==> src/rtl/clarke_tdm_scheduler.sv <==
`default_nettype none
// ============================================================================
// Module   : clarke_tdm_scheduler
// Purpose  : Shares one fixed-latency, non-stallable inverse Clarke core
//            between NUM_CH requesters. Round-robin grant on valid/ready
//            request ports, a channel-tag pipe that follows each sample
//            through the core, and a credit-protected show-ahead result
//            FIFO drained on a valid/ready port tagged with the channel id.
// Ports    : clk_i, rst_i (async, active-high), en_i, busy_o
//            req_valid_i/req_al_i/req_be_i/req_ready_o : requester side
//            core_al_o/core_be_o -> core, core_a_i/core_b_i <- core
//            res_valid_o/res_ready_i/res_ch_o/res_a_o/res_b_o : result side
// Options  : CLARKE_SCHED_STATS_EN adds stat_issue_o / stat_stall_o
//            (16-bit saturating issue and credit-stall counters).
// Revision : 1.0 - initial release
// ============================================================================
module clarke_tdm_scheduler #(
  parameter int DATA_WIDTH = 10,
  parameter int NUM_CH     = 4,
  parameter int CORE_LAT   = 1,
  parameter int FIFO_DEPTH = 4
) (
  input  logic                                         clk_i,
  input  logic                                         rst_i,
  input  logic                                         en_i,
  output logic                                         busy_o,
  input  logic [NUM_CH-1:0]                            req_valid_i,
  input  logic [NUM_CH*DATA_WIDTH-1:0]                 req_al_i,
  input  logic [NUM_CH*DATA_WIDTH-1:0]                 req_be_i,
  output logic [NUM_CH-1:0]                            req_ready_o,
  output logic [DATA_WIDTH-1:0]                        core_al_o,
  output logic [DATA_WIDTH-1:0]                        core_be_o,
  input  logic [DATA_WIDTH-1:0]                        core_a_i,
  input  logic [DATA_WIDTH-1:0]                        core_b_i,
  output logic                                         res_valid_o,
  input  logic                                         res_ready_i,
  output logic [((NUM_CH > 1) ? $clog2(NUM_CH) : 1)-1:0] res_ch_o,
  output logic [DATA_WIDTH-1:0]                        res_a_o,
  output logic [DATA_WIDTH-1:0]                        res_b_o
`ifdef CLARKE_SCHED_STATS_EN
  ,
  output logic [15:0]                                  stat_issue_o,
  output logic [15:0]                                  stat_stall_o
`endif
);

  localparam int c_CH_W  = (NUM_CH > 1) ? $clog2(NUM_CH) : 1;
  localparam int c_CNT_W = $clog2(FIFO_DEPTH + 1);
  localparam int c_PTR_W = (FIFO_DEPTH > 1) ? $clog2(FIFO_DEPTH) : 1;

  // Elaboration-time parameter checks
  if (FIFO_DEPTH < CORE_LAT + 1) begin : g_bad_depth
    $error("clarke_tdm_scheduler: FIFO_DEPTH must be >= CORE_LAT+1");
  end
  if (NUM_CH < 2 || NUM_CH > 16) begin : g_bad_num_ch
    $error("clarke_tdm_scheduler: NUM_CH must be in 2..16");
  end
  if (CORE_LAT < 1 || CORE_LAT > 8) begin : g_bad_lat
    $error("clarke_tdm_scheduler: CORE_LAT must be in 1..8");
  end

  typedef enum logic [1:0] {
    ST_IDLE  = 2'd0,
    ST_RUN   = 2'd1,
    ST_DRAIN = 2'd2
  } state_t;

  state_t                r_state;
  state_t                w_state_nxt;

  logic [c_CH_W-1:0]     r_rr_ptr;
  logic [c_CNT_W-1:0]    r_inflight;
  logic [c_CNT_W-1:0]    r_count;
  logic [c_PTR_W-1:0]    r_wr_ptr;
  logic [c_PTR_W-1:0]    r_rd_ptr;

  logic [CORE_LAT-1:0]   r_tag_v;
  logic [c_CH_W-1:0]     r_tag_ch [CORE_LAT];

  logic [c_CH_W-1:0]     r_fifo_ch [FIFO_DEPTH];
  logic [DATA_WIDTH-1:0] r_fifo_a  [FIFO_DEPTH];
  logic [DATA_WIDTH-1:0] r_fifo_b  [FIFO_DEPTH];

  logic [DATA_WIDTH-1:0] w_al [NUM_CH];
  logic [DATA_WIDTH-1:0] w_be [NUM_CH];

  logic [c_CNT_W:0]      w_credit_sum;
  logic                  w_credit_ok;
  logic                  w_issue_en;
  logic                  w_gnt_found;
  logic [c_CH_W-1:0]     w_gnt_idx;
  logic [c_CH_W-1:0]     w_cand;
  logic                  w_xfer;
  logic                  w_push;
  logic                  w_pop;
  logic                  w_empty;

  // Unpack the per-channel sample buses
  for (genvar k = 0; k < NUM_CH; k++) begin : g_unpack
    assign w_al[k] = req_al_i[k*DATA_WIDTH +: DATA_WIDTH];
    assign w_be[k] = req_be_i[k*DATA_WIDTH +: DATA_WIDTH];
  end

  function automatic logic [c_PTR_W-1:0] f_ptr_inc(input logic [c_PTR_W-1:0] p);
    if (p == c_PTR_W'(FIFO_DEPTH - 1)) begin
      f_ptr_inc = '0;
    end else begin
      f_ptr_inc = p + 1'b1;
    end
  endfunction

  // Credit: every sample in the core already owns a FIFO slot. Same-cycle
  // push/pop are ignored, so this can only under-issue, never overflow.
  assign w_credit_sum = {1'b0, r_inflight} + {1'b0, r_count};
  assign w_credit_ok  = (w_credit_sum < (c_CNT_W + 1)'(FIFO_DEPTH));
  assign w_issue_en   = (r_state == ST_RUN) && w_credit_ok;

  // Round-robin search starting one past the last granted channel
  always_comb begin
    w_gnt_found = 1'b0;
    w_gnt_idx   = '0;
    w_cand      = '0;
    for (int i = 1; i <= NUM_CH; i++) begin
      w_cand = c_CH_W'((int'(r_rr_ptr) + i) % NUM_CH);
      if (!w_gnt_found && req_valid_i[w_cand]) begin
        w_gnt_found = 1'b1;
        w_gnt_idx   = w_cand;
      end
    end
  end

  assign w_xfer = w_issue_en && w_gnt_found;

  always_comb begin
    req_ready_o = '0;
    if (w_xfer) begin
      req_ready_o[w_gnt_idx] = 1'b1;
    end
  end

  assign core_al_o = w_xfer ? w_al[w_gnt_idx] : '0;
  assign core_be_o = w_xfer ? w_be[w_gnt_idx] : '0;

  // FSM
  always_ff @(posedge clk_i or posedge rst_i) begin
    if (rst_i) begin
      r_state <= ST_IDLE;
    end else begin
      r_state <= w_state_nxt;
    end
  end

  always_comb begin
    w_state_nxt = r_state;
    case (r_state)
      ST_IDLE: begin
        if (en_i) w_state_nxt = ST_RUN;
      end
      ST_RUN: begin
        if (!en_i) begin
          if (r_inflight != '0 || !w_empty) w_state_nxt = ST_DRAIN;
          else                              w_state_nxt = ST_IDLE;
        end
      end
      ST_DRAIN: begin
        if (en_i)                               w_state_nxt = ST_RUN;
        else if (r_inflight == '0 && w_empty)   w_state_nxt = ST_IDLE;
      end
      default: w_state_nxt = ST_IDLE;
    endcase
  end

  assign busy_o = (r_state != ST_IDLE);

  // Round-robin pointer moves only on a completed transfer
  always_ff @(posedge clk_i or posedge rst_i) begin
    if (rst_i) begin
      r_rr_ptr <= c_CH_W'(NUM_CH - 1);
    end else if (w_xfer) begin
      r_rr_ptr <= w_gnt_idx;
    end
  end

  // Tag pipe: stage 0 is written at the capture edge; the last stage is
  // valid in the same cycle the core presents that sample's result.
  always_ff @(posedge clk_i or posedge rst_i) begin
    if (rst_i) begin
      r_tag_v <= '0;
      for (int i = 0; i < CORE_LAT; i++) begin
        r_tag_ch[i] <= '0;
      end
    end else begin
      r_tag_v[0]  <= w_xfer;
      r_tag_ch[0] <= w_gnt_idx;
      for (int i = 1; i < CORE_LAT; i++) begin
        r_tag_v[i]  <= r_tag_v[i-1];
        r_tag_ch[i] <= r_tag_ch[i-1];
      end
    end
  end

  assign w_push  = r_tag_v[CORE_LAT-1];
  assign w_empty = (r_count == '0);
  assign w_pop   = !w_empty && res_ready_i;

  always_ff @(posedge clk_i or posedge rst_i) begin
    if (rst_i) begin
      r_inflight <= '0;
    end else begin
      case ({w_xfer, w_push})
        2'b10:   r_inflight <= r_inflight + 1'b1;
        2'b01:   r_inflight <= r_inflight - 1'b1;
        default: r_inflight <= r_inflight;
      endcase
    end
  end

  // Result FIFO control
  always_ff @(posedge clk_i or posedge rst_i) begin
    if (rst_i) begin
      r_count  <= '0;
      r_wr_ptr <= '0;
      r_rd_ptr <= '0;
    end else begin
      if (w_push) r_wr_ptr <= f_ptr_inc(r_wr_ptr);
      if (w_pop)  r_rd_ptr <= f_ptr_inc(r_rd_ptr);
      case ({w_push, w_pop})
        2'b10:   r_count <= r_count + 1'b1;
        2'b01:   r_count <= r_count - 1'b1;
        default: r_count <= r_count;
      endcase
    end
  end

  // FIFO storage needs no reset: outputs are masked while empty
  always_ff @(posedge clk_i) begin
    if (w_push) begin
      r_fifo_ch[r_wr_ptr] <= r_tag_ch[CORE_LAT-1];
      r_fifo_a[r_wr_ptr]  <= core_a_i;
      r_fifo_b[r_wr_ptr]  <= core_b_i;
    end
  end

  assign res_valid_o = !w_empty;
  assign res_ch_o    = w_empty ? '0 : r_fifo_ch[r_rd_ptr];
  assign res_a_o     = w_empty ? '0 : r_fifo_a[r_rd_ptr];
  assign res_b_o     = w_empty ? '0 : r_fifo_b[r_rd_ptr];

  a_no_push_when_full : assert property (
    @(posedge clk_i) disable iff (rst_i)
      !(w_push && (r_count == c_CNT_W'(FIFO_DEPTH)))
  );

`ifdef CLARKE_SCHED_STATS_EN
  logic w_stall;
  assign w_stall = (r_state == ST_RUN) && (|req_valid_i) && !w_credit_ok;

  always_ff @(posedge clk_i or posedge rst_i) begin
    if (rst_i) begin
      stat_issue_o <= '0;
      stat_stall_o <= '0;
    end else begin
      if (w_xfer && stat_issue_o != 16'hFFFF)  stat_issue_o <= stat_issue_o + 1'b1;
      if (w_stall && stat_stall_o != 16'hFFFF) stat_stall_o <= stat_stall_o + 1'b1;
    end
  end
`endif

endmodule
`default_nettype wire

==> config.mk <==
export PLATFORM = sky130hd
export DESIGN_NAME = clarke_tdm_scheduler
export DESIGN_NICKNAME = d
export VERILOG_FILES = /design/src/rtl/clarke_tdm_scheduler.sv
export SDC_FILE = /design/constraint.sdc
export NUM_CORES = 1
export LEC_CHECK = 0
export ABC_AREA = 1
export ABC_CLOCK_PERIOD_IN_PS = 3050
export BUFFER_PORTS_ARGS = -buffer_cell sky130_fd_sc_hd__buf_2
export CORE_AREA = 2 2 128 130
export DETAILED_ROUTE_END_ITERATION = 12
export DIE_AREA = 0 0 130 132
export HOLD_SLACK_MARGIN = 0.12
export SLEW_MARGIN = 20
export SYNTH_ARGS = -nofsm -noshare
export SYNTH_HDL_FRONTEND = slang
export SYNTH_SLANG_ARGS = --single-unit
==> constraint.sdc <==
create_clock -name clk_i -period 3.05 [get_ports clk_i]
set_input_delay 0.1525 -clock clk_i [delete_from_list [all_inputs] [get_ports clk_i]]
set_output_delay 0.1525 -clock clk_i [all_outputs]
set_load 0.01 [all_outputs]
==> impl_metrics.tcl <==
set metrics [dict create \
    path_common_cell "nand2_1" \
    cts.reportedPaths.clkPinSlew_ns 0.07 \
    p_per_area_nw_per_um2 1076 \
    drtIter0Drc 259 \
    postSynth.asyncResetShare 0.1619 \
    postSynthCellCount 611 \
    synth_flop_cell "edfxtp_1" \
    grt_pass1_wl_mm 21.84 \
    clock.fmax_mhz 348.2 \
    holdCritStartpoint "res_ready_i" \
    gp_congestion 0.7920 \
    worstSetupStartpoint "r_rr_ptr[0]" \
    clock_latency_ns 0.34 \
    h-tree-depth 3 \
    post-route-min-period_ns 2.872 \
    viasPerCell 4.666 \
    critPathLaunchType "register" \
    end_kind "output pin" \
    die_height_um 132 \
    io_pins 156 \
    nFillCells 1537 \
    syn_area_sq_um 5420 \
    rows 46 \
    multi_input_area_sq_um 2076 \
    grt_antenna_before_repair 0 \
    grt_pass1_vias 4397 \
    maxSlewViolCount 0 \
    drive_gt1_frac 0.2634 \
    layout_commonest_cell "nand2_1" \
    syn_to_final_growth_pct 29.34 \
    outcome "finished clean" \
    synth_edf_count 88 \
    io_buffers 155 \
    min_path_type "input port to register" \
    setup_violations 0 \
    ys_seq_elements 105 \
    wl_per_cell_um 14.54 \
    die_w_um 130 \
    cts_root_buf "clkbuf_16" \
    antenna_cells 0 \
    crit_path_top_delay_cell "dfstp_2" \
    drtPass1Iterations 4 \
    path_cells "inv_2, nand2_1, nand2_1, nand2_1, nand2_2, nor2_4, nand2_1, nor3_2, nor2_2, inv_2, nand2_1, a21oi_1, buf_2" \
    synth_top_area_cell "edfxtp_1" \
    drc_errors 0 \
    rsz0062_at_grt "yes" \
    yosysWarnings 0 \
    yosys.area.top_type_share 0.4875 \
    synth_fp_nets 730 \
    antenna_left 0 \
    routed-via-count 4675 \
    worstMarginPinSlew_ns 0.8888 \
    slew_headroom 0.4068 \
    syn_area_per_cell_sq_um 8.871 \
    cts_tree "yes" \
    period_share 0.9417 \
    place_hpwl_mm 9.591 \
    ir_drop_mv 0.5362 \
    yosys-top-cells-area "edfxtp_1 49%, nand2_1 11%, dfrtp_1 6.9%" \
    synth_seq_area_share 0.5665 \
    track_usage 0.1619 \
    cp_max_fo 24 \
    cts-buffers-inserted 9 \
    skew_ns 0.009445 \
    regArea_sq_um 3070 \
    synth.distinct_cells 28 \
    critical_path_class "register to output pin" \
    dieArea_sq_um 17160 \
    cts.path.max_buffers 2 \
    cellLeakagePower_uw 0.003145 \
    grt_start_max_net_pins 47 \
    worstPathArrival_ns 2.72 \
    cap_violations 0 \
    r2r-start "r_rr_ptr[0]" \
    cp.required_ns 2.90 \
    start_util 0.3450 \
    final_util 0.4462 \
    numPlacedInstances 960 \
    max_stage_delay_ns 0.64 \
    cts.sinks 105 \
    hold_viol 0 \
    nets 900 \
    instances_no_fill 1002 \
    final_cell_mix "166 x nand2_1, 155 x buf_2, 93 x nor2_1, 88 x edfxtp_1, 54 x o21ai_0" \
    wl_mm 14.57 \
    core-area_sq_um 15710 \
    overflow 0 \
]
-- per-stage QoR --
step	area, sq um	setup WS, ns	hold slack (ns)	power, uW	TNS (ns)
3_5_place_dp	6385	0.4520	0.2996	6060	0
6_report	7010	0.1777	0.2033	7545	0
5_1_grt	7010	-0.01571	0.2277	8193	-0.04131
4_1_cts	6970	0.06338	0.2069	7473	0
3_3_place_gp	6385	0.4966	0.3007	6039	0
2_1_floorplan	5420	0.4834	0.07711	4980	0
-- path summary, 6_finish.rpt --
check	end	slack [ns]	depth (start not counted)
min reg2reg	r_inflight[2]	0.51	1
min	r_rd_ptr[0]	0.20	4
max reg2reg	r_inflight[2]	0.48	14
min in group asynchronous	r_state[0]	0.46	3
max	core_al_o[8]	0.18	13
max in group asynchronous	r_tag_ch[1]	2.13	3
-- critical path, delay by kind of cell, from the launching register on --
kind | cells | cell delay, ns
compound gates | 1 | 0.25
buf+inv | 3 | 0.65
flops | 1 | 0.64
simple gates | 9 | 0.85
-- power breakdown --
part           switching, uW  internal, uW
combinational           2800          1370
sequential               150          1840
clock                    500           885
total                   3450          4090
-- layout make-up --
| type | instances | share of cell area |
|---|---|---|
| clock buffer | 9 | 0.03213 |
| clock inverter | 7 | 0.01999 |
| inverter | 32 | 0.01713 |
| multi-input combinational | 441 | 0.2961 |
| sequential | 105 | 0.4380 |
| tap | 216 | 0.03855 |
| timing repair buffer | 192 | 0.1581 |
-- cell usage after synthesis (5+ instances only) --
master / number
inv_1: 27
nand3_1: 49
buf_2: 9
buf_4: 5
o21ai_0: 54
inv_2: 5
dfrtp_1: 15
nor2_1: 93
ha_1: 9
nand2_1: 166
clkbuf_1: 15
a21oi_1: 42
edfxtp_1: 88
-- flip-flops by register name (all words and copies together) (netlist names) --
| name | flops |
|---|---|
| r_count | 3 |
| r_fifo_a | 40 |
| r_fifo_b | 40 |
| r_fifo_ch | 8 |
| r_inflight | 3 |
| r_rd_ptr | 2 |
| r_rr_ptr | 2 |
| r_state | 2 |
| r_tag_ch | 2 |
| r_tag_v | 1 |
| r_wr_ptr | 2 |
-- cells by family (layout without fill, tap and decap cells) --
kind of cell               count (synthesis)  count (layout)  synth area share
and+or+nand+nor                          324             326            0.2482
DFF                                      105             105            0.5665
AOI/OAI and AO/OA                        100             100           0.09465
buffers and inverters                     67             240           0.05609
adders and majority gates                 11              11           0.02816
xor gates and xnor gates                   4               4          0.006463
-- routing by layer --
metal | wire length (um) | GRT usage
met4 | 186 | 0.04719
met2 | 7090 | 0.2801
met3 | 813 | 0.03612
met5 | 0 | 0
met1 | 6484 | 0.2011
-- repair_timing --
action                     CTS  global route
setup endpoints to repair    0            17
buffers inserted             0             2
hold endpoints to repair    97             0
gates resized for setup      0             1
hold buffers                22             0
Power figures use the tool's default switching activity.
